### src/rtl/bc_game_ctrl_pkg.sv
// Shared types, one-hot score codes and BCD helpers for the Bulls & Cows
// round controller.
package bc_pkg;

   typedef enum logic [2:0] {
      ST_IDLE,
      ST_ARMED,
      ST_COMPARE,
      ST_RESULT,
      ST_WIN,
      ST_LOSE
   } bc_state_e;

   localparam logic [2:0] BC_ZERO = 3'b001;
   localparam logic [2:0] BC_ONE  = 3'b010;
   localparam logic [2:0] BC_TWO  = 3'b100;

   localparam logic [3:0] BCD_MAX = 4'd9;

   function automatic logic bcd_digit_ok(input logic [3:0] d);
      return d <= BCD_MAX;
   endfunction

   function automatic logic bcd_pair_ok(input logic [7:0] v);
      return bcd_digit_ok(v[7:4]) && bcd_digit_ok(v[3:0]);
   endfunction

endpackage

### src/rtl/bc_game_ctrl_if.sv
// Game-side bus of the round controller: secret/guess requests in,
// compare-stage operands and scores, and display status out.
interface bc_game_ctrl_if;
   logic       set_secret;
   logic [7:0] secret_in;
   logic       guess_valid;
   logic [7:0] guess_in;
   logic [2:0] bulls;
   logic [2:0] cows;
   logic [7:0] cmp_a;
   logic [7:0] cmp_b;
   logic       ready;
   logic [3:0] attempts;
   logic [1:0] last_bulls;
   logic [1:0] last_cows;
   logic       win;
   logic       lose;
   logic       err;

   modport master (
      output set_secret, secret_in, guess_valid, guess_in, bulls, cows,
      input  cmp_a, cmp_b, ready, attempts, last_bulls, last_cows, win, lose, err
   );

   modport slave (
      input  set_secret, secret_in, guess_valid, guess_in, bulls, cows,
      output cmp_a, cmp_b, ready, attempts, last_bulls, last_cows, win, lose, err
   );
endinterface

### src/rtl/bc_game_ctrl_onehot2bin.sv
// Decodes a one-hot bulls/cows code (001/010/100) to a binary count and
// flags any code that is not exactly one-hot.
module bc_onehot2bin
   import bc_pkg::*;
(
   input  logic [2:0] onehot_i,
   output logic [1:0] count_o,
   output logic       illegal_o
);

   always_comb begin
      count_o   = 2'd0;
      illegal_o = 1'b0;
      case (onehot_i)
         BC_ZERO: count_o = 2'd0;
         BC_ONE:  count_o = 2'd1;
         BC_TWO:  count_o = 2'd2;
         default: illegal_o = 1'b1;
      endcase
   end

endmodule

### src/rtl/bc_game_ctrl.sv
// Round controller for two-digit Bulls & Cows: holds secret and guess for
// the compare stage, scores returned codes, counts attempts, decides win/lose.
//
// state      | meaning
// -----------+-----------------------------------------------------------
// ST_IDLE    | no secret loaded yet; guesses ignored
// ST_ARMED   | secret loaded, waiting for a guess (ready = 1)
// ST_COMPARE | guess on cmp_b; bulls/cows sampled at end of this cycle
// ST_RESULT  | score committed; decide win / lose / next guess
// ST_WIN     | last guess scored two bulls; hold until a new secret
// ST_LOSE    | MAX_TRIES guesses used without a win; hold until a new secret
module bc_game_ctrl
   import bc_pkg::*;
#(
   parameter int MAX_TRIES = 8
) (
   input  logic           clk,
   input  logic           rst,
   bc_game_ctrl_if.slave  bus
);

   localparam logic [3:0] MAX_T = 4'(MAX_TRIES);

   bc_state_e  state_q;
   logic [7:0] cmp_a_q;
   logic [7:0] cmp_b_q;
   logic [3:0] attempts_q;
   logic [3:0] attempts_d;
   logic [1:0] last_bulls_q;
   logic [1:0] last_cows_q;
   logic       ready_q;
   logic       win_q;
   logic       lose_q;
   logic       err_q;

   logic [1:0] bulls_cnt;
   logic [1:0] cows_cnt;
   logic       bulls_ill;
   logic       cows_ill;
   logic       secret_ok;
   logic       guess_ok;
   logic       secret_take;

   bc_onehot2bin u_bulls_dec (
      .onehot_i  (bus.bulls),
      .count_o   (bulls_cnt),
      .illegal_o (bulls_ill)
   );

   bc_onehot2bin u_cows_dec (
      .onehot_i  (bus.cows),
      .count_o   (cows_cnt),
      .illegal_o (cows_ill)
   );

   assign secret_ok   = bcd_pair_ok(bus.secret_in) && (bus.secret_in[7:4] != bus.secret_in[3:0]);
   assign guess_ok    = bcd_pair_ok(bus.guess_in);
   assign attempts_d  = attempts_q + 4'd1;
   // A scoring round in flight cannot be interrupted by a new secret.
   assign secret_take = bus.set_secret && (state_q != ST_COMPARE) && (state_q != ST_RESULT);

   always_ff @(posedge clk or posedge rst) begin
      if (rst) begin
         state_q      <= ST_IDLE;
         cmp_a_q      <= 8'h00;
         cmp_b_q      <= 8'h00;
         attempts_q   <= 4'd0;
         last_bulls_q <= 2'd0;
         last_cows_q  <= 2'd0;
         ready_q      <= 1'b0;
         win_q        <= 1'b0;
         lose_q       <= 1'b0;
         err_q        <= 1'b0;
      end else begin
         err_q <= 1'b0;
         if (secret_take) begin
            // Takes priority over a coincident guess, which is dropped.
            if (secret_ok) begin
               cmp_a_q      <= bus.secret_in;
               attempts_q   <= 4'd0;
               last_bulls_q <= 2'd0;
               last_cows_q  <= 2'd0;
               win_q        <= 1'b0;
               lose_q       <= 1'b0;
               ready_q      <= 1'b1;
               state_q      <= ST_ARMED;
            end else begin
               err_q <= 1'b1;
            end
         end else begin
            case (state_q)
               ST_ARMED: begin
                  if (bus.guess_valid) begin
                     if (guess_ok) begin
                        cmp_b_q <= bus.guess_in;
                        ready_q <= 1'b0;
                        state_q <= ST_COMPARE;
                     end else begin
                        err_q <= 1'b1;
                     end
                  end
               end
               ST_COMPARE: begin
                  if (bulls_ill || cows_ill) begin
                     err_q   <= 1'b1;
                     ready_q <= 1'b1;
                     state_q <= ST_ARMED;
                  end else begin
                     last_bulls_q <= bulls_cnt;
                     last_cows_q  <= cows_cnt;
                     attempts_q   <= attempts_d;
                     state_q      <= ST_RESULT;
                  end
               end
               ST_RESULT: begin
                  if (last_bulls_q == 2'd2) begin
                     win_q   <= 1'b1;
                     state_q <= ST_WIN;
                  end else if (attempts_q == MAX_T) begin
                     lose_q  <= 1'b1;
                     state_q <= ST_LOSE;
                  end else begin
                     ready_q <= 1'b1;
                     state_q <= ST_ARMED;
                  end
               end
               default: ;
            endcase
         end
      end
   end

   assign bus.cmp_a      = cmp_a_q;
   assign bus.cmp_b      = cmp_b_q;
   assign bus.ready      = ready_q;
   assign bus.attempts   = attempts_q;
   assign bus.last_bulls = last_bulls_q;
   assign bus.last_cows  = last_cows_q;
   assign bus.win        = win_q;
   assign bus.lose       = lose_q;
   assign bus.err        = err_q;

endmodule

### src/flat_wrapper.sv
// flat-port wrapper written by rule: the top's interface ports become plain ports
module bc_game_ctrl_flat import bc_pkg::*;
#(
   parameter int MAX_TRIES = 8
)
  (clk, rst, bus_set_secret, bus_secret_in, bus_guess_valid, bus_guess_in, bus_bulls, bus_cows, bus_cmp_a, bus_cmp_b, bus_ready, bus_attempts, bus_last_bulls, bus_last_cows, bus_win, bus_lose, bus_err);
  bc_game_ctrl_if bus_i ();
  input  logic clk;
  input  logic rst;
  input wire logic [$bits(bus_i.set_secret)-1:0] bus_set_secret;
  input wire logic [$bits(bus_i.secret_in)-1:0] bus_secret_in;
  input wire logic [$bits(bus_i.guess_valid)-1:0] bus_guess_valid;
  input wire logic [$bits(bus_i.guess_in)-1:0] bus_guess_in;
  input wire logic [$bits(bus_i.bulls)-1:0] bus_bulls;
  input wire logic [$bits(bus_i.cows)-1:0] bus_cows;
  output wire logic [$bits(bus_i.cmp_a)-1:0] bus_cmp_a;
  output wire logic [$bits(bus_i.cmp_b)-1:0] bus_cmp_b;
  output wire logic [$bits(bus_i.ready)-1:0] bus_ready;
  output wire logic [$bits(bus_i.attempts)-1:0] bus_attempts;
  output wire logic [$bits(bus_i.last_bulls)-1:0] bus_last_bulls;
  output wire logic [$bits(bus_i.last_cows)-1:0] bus_last_cows;
  output wire logic [$bits(bus_i.win)-1:0] bus_win;
  output wire logic [$bits(bus_i.lose)-1:0] bus_lose;
  output wire logic [$bits(bus_i.err)-1:0] bus_err;
  assign bus_i.set_secret = bus_set_secret;
  assign bus_i.secret_in = bus_secret_in;
  assign bus_i.guess_valid = bus_guess_valid;
  assign bus_i.guess_in = bus_guess_in;
  assign bus_i.bulls = bus_bulls;
  assign bus_i.cows = bus_cows;
  assign bus_cmp_a = bus_i.cmp_a;
  assign bus_cmp_b = bus_i.cmp_b;
  assign bus_ready = bus_i.ready;
  assign bus_attempts = bus_i.attempts;
  assign bus_last_bulls = bus_i.last_bulls;
  assign bus_last_cows = bus_i.last_cows;
  assign bus_win = bus_i.win;
  assign bus_lose = bus_i.lose;
  assign bus_err = bus_i.err;
  bc_game_ctrl #(.MAX_TRIES(MAX_TRIES)) u_core (.clk(clk), .rst(rst), .bus(bus_i));
endmodule
### config.mk
export PLATFORM = sky130hd
export DESIGN_NAME = bc_game_ctrl_flat
export DESIGN_NICKNAME = d
export VERILOG_FILES = /design/src/rtl/bc_game_ctrl_pkg.sv /design/src/rtl/bc_game_ctrl_if.sv /design/src/rtl/bc_game_ctrl_onehot2bin.sv /design/src/rtl/bc_game_ctrl.sv /design/src/flat_wrapper.sv
export SDC_FILE = /design/constraint.sdc
export NUM_CORES = 1
export LEC_CHECK = 0
export CORE_MARGIN = 8
export CORE_UTILIZATION = 55
export DETAILED_ROUTE_END_ITERATION = 8
export DONT_BUFFER_PORTS = 1
export PLACE_DENSITY_LB_ADDON = 0.12
export SETUP_SLACK_MARGIN = 0.1
export SYNTH_ARGS = -nofsm -noshare
export SYNTH_HDL_FRONTEND = slang
export SYNTH_HIERARCHICAL = 1
export SYNTH_SLANG_ARGS = --single-unit
### constraint.sdc
create_clock -name clk -period 2.1 [get_ports clk]
set_clock_uncertainty 0.15 [all_clocks]
set_input_delay 0.63 -clock clk [delete_from_list [all_inputs] [get_ports clk]]
set_output_delay 0.63 -clock clk [all_outputs]
set_load 0.005 [all_outputs]
==> out/metrics.cfg, run 1 <==
[final_layout]
final_core_util_pct=62.2
final_cell_count_no_fill=173
drive_above_1_share_pct=26.1
nNetsFinal=170
n_antenna_cell=0
fillers=231
seq_area_um2=776
areaGrowthSynthToFinish_pct=7.37
multi_input_area_um2=752

[setup_path]
slowest_stage=dfrtp_1
cp.required_ps=2160
slowest_delay_ps=460
path_class=reg2reg
worstPathCellList=inv_1, ha_1, nand2_1, o21ba_2, a2111o_1, o311a_1
worstPathArrival_ps=1840
worstReg2RegEnd=u_core/bus.ready$_DFFE_PP0P_
rrSetupSlack_ps=320
worstPathMaxFanout=5
startpoint_type=register
crit_path_end_kind=register
r2r-start=u_core/bus.attempts[0]$_DFFE_PP0P_
crit_buf_inv=1
cp_top_family=compound AO/OA/AOI/OAI gates
ff2ff_path_depth=6

[clock_tree]
clkSinkCount=31
ctsHoldBuffers=0
cts_resized=0
clk_latency_ps=310
clockBufferDepth=2
cts_tree=yes
clk_pin_slew_ps=100
clockRootBuffer=clkbuf_4
post_cts_buffers=0
htreeDepth=2
numCtsBuffers=5

[synth]
yosysUniqueCellTypes=38
netlist_instances=134
synth_area_um2=1600
synth_edf_count=0
synth_nets=162
synth.most_common_cell=dfrtp_1
ys.flop_type=dfrtp_1
synthArstFlopShare_pct=100
ys_seq_elements=31
synthTopCellsByArea=dfrtp_1, mux2_4, nand2_1
yosysWarnings=6
syn_area_per_cell_um2=11.9
yosysTopAreaCell=dfrtp_1
seq_area_frac_synth_pct=48.6
yosysTopAreaCellShare_pct=48.6
netlist_top_cells_count=dfrtp_1, nand2_1, mux2_4

[status]
run_status=completed

[sta]
maxSlewViolCount=0
slew_headroom_pct=74.2
max_freq_mhz=562
hold_viol_final=0
timing.hold.ws_ps=117
period_needed_ps=1780
setup_tns_ps=0
worstMarginPinSlew_ps=388
setup_viol=0
finalCritPeriodShare_pct=84.8
rsz0062_at_grt=false

[floorplanning]
num_rows=19
ios=54
die_h_um=69.9
dieArea_um2=4880
start_util_pct=57.9
dieWidth_um=69.9
core_um2=2760

[grt]
antenna_found_initial=0
grt_overflow=0
grt_max_degree=32
grt_pass1_wl_um=5630
first_global_vias=1131
grt_usage_pct=13.7

[pwr]
p_per_area_nw_per_um2=912
p_leak_nw=0.777
max-vdd-ir-drop_uv=971

[place]
numPortBuffers=0
placedCellCount=166
place_hpwl_um=2580
gp_congestion=0.705

[detailed_routing]
wire_per_inst_um=19.3
drt-vias-per-instance=6.15
antenna_left=0
drt_wl_total_um=3340
drt-initial-drc-count=39
drt_pass1_iterations=4
vias=1064
drc=0

[run]
maxCapViolCount=0

[worst_hold_path]
min_path_type=in2async

worst max path at each step:
| stage | startpoint | end | slack [ps] | cells past startpoint |
|---|---|---|---|---|
| after floorplan | bus_cows[0] | u_core/bus.attempts[1]$_DFFE_PP0P_ | 230 | 7 |
| after global placement | bus_cows[0] | u_core/bus.last_bulls[1]$_DFFE_PP0P_ | 160 | 6 |
| after detailed placement | bus_cows[0] | u_core/bus.attempts[1]$_DFFE_PP0P_ | 110 | 6 |
| after CTS | u_core/bus.attempts[1]$_DFFE_PP0P_ | u_core/bus.ready$_DFFE_PP0P_ | 310 | 6 |
| after global routing | u_core/bus.attempts[1]$_DFFE_PP0P_ | u_core/bus.ready$_DFFE_PP0P_ | 210 | 6 |
| final | u_core/bus.attempts[0]$_DFFE_PP0P_ | u_core/bus.ready$_DFFE_PP0P_ | 320 | 6 |
worst register-to-register path, cell delays in order (launching register included):
cell and delay [ps]:
dfrtp_1 460, inv_1 110, ha_1 150, nand2_1 60, o21ba_2 220, a2111o_1 410, o311a_1 120
report_power, final:
part	switching (mW)	internal, mW
clock	0.186	0.246
combinational	0.101	0.191
sequential	0.114	0.723
state kept, by name, indices dropped and copies added, names as in the netlist:
signal	cells
u_core/bus.cmp_b	8
u_core/bus.cmp_a	8
u_core/bus.lose	1
u_core/bus.err	1
u_core/bus.last_bulls	2
u_core/bus.win	1
u_core/state_q	3
u_core/bus.ready	1
u_core/bus.attempts	4
u_core/bus.last_cows	2
metrics by stage:
step	total power, mW	cell area [um^2]	worst slack, ps
final	1.56	1710	320
after global placement	1.13	1640	162
after floorplan	1.07	1600	235
after CTS	1.58	1710	310
after detailed placement	1.15	1640	112
after global routing	1.65	1710	214
cell usage in the layout, fill, tap and decap left out:
cell / instances
a31oi_1: 2
nor2_1: 5
a221o_1: 1
nand2b_4: 1
xor2_1: 4
mux2_2: 1
nor4_2: 1
clkbuf_1: 1
nand3_1: 4
and2b_1: 1
ha_1: 2
and4_1: 1
buf_4: 4
a21oi_1: 1
o21ai_1: 2
nor2b_1: 1
inv_1: 7
and4b_1: 1
o31ai_2: 1
and3_1: 1
xnor2_1: 4
nor3_1: 1
bufinv_16: 1
dfrtp_1: 31
o211ai_1: 1
mux2_4: 15
o32ai_1: 1
buf_12: 1
nand2_1: 17
a2111o_1: 1
nor4b_2: 1
nand4_1: 1
nor3b_1: 4
and2_1: 1
o41ai_1: 1
o21ba_2: 1
o21ai_0: 6
o21ai_2: 5
clkbuf_4: 5
o311a_1: 2
metal layers:
metal	up-vias	global-route usage, %	wire length (um)
li1	493	-	-
met1	526	15.8	1400
met2	43	21.2	1550
met3	2	8.33	380
met4	0	2.68	8
met5	-	0	0
kinds of logic (layout without fill, tap and decap cells):
group	count (synthesis)	count (layout)	synth area share [%]
simple gates	41	41	14.4
flops	31	31	48.6
compound gates	25	25	11.9
mux	16	16	14.8
buf+inv	11	19	4.31
xor+xnor	8	8	4.39
fa+ha+maj	2	2	1.57
area by class of cell:
type,instances,area share [%]
clock buffers,6,2.41
clock inverters,1,1.75
inverters,7,1.53
multi-input cells,92,43.9
flip-flops and latches,31,45.3
well taps,31,2.26
repair buffers,5,2.92
(Power assumes the default switching activity.)
==> run 2, diff against run 1 <==
clock period = 1.8 ns   (was 2.1 ns; I/O delays follow)
==> run 2 against run 1 <==
Cell area rose by 8.4%. Non-clock buffer count increased by 11. Flip-flop and latch count stayed put. Die area unchanged. Critical path depth decreased by 1. Power increased by 22%. Final cell count increased by 6.9%. Sequential power rose by 16%. Routed wire length is 7.2% higher. First-iteration DRC count grew 13%. Core utilization up 5.2 points.
==> out/metrics.cfg, run 2 (synthesis results as in run 1) <==
[status]
run_status=completed

[setup_path]
path_class=reg2reg
slowest_stage=dfrtp_2
worstPathCellList=nand2b_4, nand2_1, and4b_1, buf_4, mux2_4
worstPathArrival_ps=1740  ; -100 ps
worstPathMaxFanout=5  ; unchanged
startpoint_type=register
cp.required_ps=1860  ; -300 ps
slowest_delay_ps=480  ; +20 ps
crit_path_end_kind=register

[final_layout]
areaGrowthSynthToFinish_pct=16.4
mostFrequentLayoutCell=dfrtp_1
layout_common_cells=dfrtp_1, buf_4, mux2_4, nand2_1
n_antenna_cell=0  ; unchanged
final_core_util_pct=67.4  ; +5.2 points
drive_above_1_share_pct=39.6  ; +14 points
nNetsFinal=181  ; +6.5%

[pwr]
max-vdd-ir-drop_uv=903  ; -7.0%
pwr-share-clk_pct=29.0  ; +1.4 points
swShare_pct=25.8  ; +0.074 points
switchingPower_uw=493  ; +23%
combinationalPowerShare_pct=20.2  ; +1.5 points
internal_power_mw=1.42  ; +22%
p_leak_nw=0.849  ; +9.3%
seqPwrFrac_pct=50.9  ; -2.7 points
p_per_area_nw_per_um2=1030  ; +13%

[clock_tree]
numCtsBuffers=5  ; unchanged
clk_latency_ps=310  ; about the same
clkSinkCount=31  ; unchanged
ctsHoldBuffers=0  ; unchanged
cts_tree=yes
htreeDepth=2  ; unchanged
clockRootBuffer=clkbuf_4
clockBufferDepth=2  ; unchanged
clk_pin_slew_ps=100  ; about the same

[detailed_routing]
drt_wl_total_um=3580  ; +7.2%
drt-initial-drc-count=44  ; +13%
wire_per_inst_um=19.4  ; +0.23%
vias=1081  ; +1.6%
drt-vias-per-instance=5.84  ; -5.0%
drt_pass1_iterations=4  ; unchanged
drc=0  ; unchanged
antenna_left=0  ; unchanged

[grt]
first_global_vias=1177  ; +4.1%
grt_max_degree=32  ; unchanged
grt_overflow=0  ; unchanged
grt_pass1_wl_um=5880  ; +4.4%
grt_usage_pct=14.5  ; +0.84 points
antenna_found_initial=0  ; unchanged

[floorplanning]
die_h_um=69.9  ; unchanged
start_util_pct=57.9  ; unchanged
dieWidth_um=69.9  ; unchanged
num_rows=19  ; unchanged
ios=54  ; unchanged
dieArea_um2=4880  ; unchanged
core_um2=2760  ; unchanged

[run]
maxCapViolCount=0  ; unchanged

[sta]
setup_viol=0  ; unchanged
rsz0062_at_grt=true
period_needed_ps=1680  ; -97.9 ps
setup_tns_ps=0  ; unchanged
hold_viol_final=0  ; unchanged
worstMarginPinSlew_ps=399  ; +11.6 ps
max_freq_mhz=594  ; +5.8%
finalCritPeriodShare_pct=93.5  ; +8.7 points
maxSlewViolCount=0  ; unchanged
slew_headroom_pct=73.4  ; -0.77 points

[place]
place_hpwl_um=2660  ; +3.0%
numPortBuffers=0  ; unchanged
gp_congestion=0.835  ; +18%

[worst_hold_path]
min_path_type=in2async

run 2: through the flow:
step                      std cells  power, mW  instance area [um^2]  setup slack [ps]  hold slack (ps)
final                           185       1.91                  1860               117             32.4
after CTS                       184       1.93                  1800               104             31.3
after floorplan                 134       1.25                  1610              61.2              336
after global routing            185       2.02                  1860              86.7             36.2
after detailed placement        176       1.36                  1710             -95.6              382
after global placement          176       1.34                  1710             -74.0              379
run 2: final timing paths:
kind	startpoint	end	slack, ps	cells past startpoint
setup / recovery	u_core/state_q[1]$_DFFE_PP0P_	u_core/bus.cmp_a[2]$_DFFE_PP0P_	120	5
min in group clk	bus_secret_in[3]	u_core/bus.cmp_a[3]$_DFFE_PP0P_	210	1
max in group asynchronous	rst	u_core/state_q[2]$_DFFE_PP0P_	1140	2
hold / removal	rst	u_core/bus.cmp_a[7]$_DFFE_PP0P_	30	2
setup reg to reg	u_core/state_q[1]$_DFFE_PP0P_	u_core/bus.cmp_a[2]$_DFFE_PP0P_	120	5
hold reg to reg	u_core/bus.cmp_b[0]$_DFFE_PP0P_	u_core/bus.cmp_b[0]$_DFFE_PP0P_	400	1
run 2: cell type report:
| type | count | area (um^2) |
|---|---|---|
| Clock buffer | 6 | 51.3 |
| Clock inverter | 2 | 35.0 |
| Fill cell | 211 | 900 |
| Inverter | 7 | 26.3 |
| Multi-Input combinational cell | 92 | 805 |
| Sequential cell | 31 | 778 |
| Tap cell | 31 | 38.8 |
| Timing Repair Buffer | 16 | 124 |
run 2: critical path: cells and delay by family, from the launching register on:
| family | cells | cell delay [ps] |
|---|---|---|
| and+or+nand+nor | 3 | 480 |
| DFF | 1 | 480 |
| buffers and inverters | 1 | 170 |
| muxes | 1 | 310 |
run 2: repair_timing:
| item | in CTS | in global routing |
|---|---|---|
| cloned | 0 | 0 |
| resized for setup | 3 | 12 |
| endpoints found under the setup margin | 7 | 26 |
| buffers inserted | 0 | 1 |
| pin swaps | 0 | 2 |
| endpoints found under the hold margin | 0 | 0 |
run 2: layer usage:
metal  global-route usage, %  part of all wire, %  vias up  routed length (um)
li1                        -                    -      514                   -
met1                    17.1                   42      521                1490
met2                    22.8                   49       44                1740
met3                    6.64                  9.1        2                 326
met4                    4.69                 0.59        0                  21
met5                       0                    0        -                   0
run 2: power by group through the flow:
| stage | Combinational, mW | Clock, mW | Sequential, mW |
|---|---|---|---|
| after floorplan | 0.302 | 0 | 0.951 |
| final | 0.385 | 0.553 | 0.971 |
| after global routing | 0.418 | 0.607 | 0.993 |
| after detailed placement | 0.372 | 0 | 0.988 |
| after CTS | 0.374 | 0.579 | 0.978 |
| after global placement | 0.358 | 0 | 0.984 |
==> run 3, diff against run 2 <==
SLEW_MARGIN = 25   (was unset)
==> results of run 3 <==
Same layout as run 2: the final DEF is identical, and so are final timing and power.
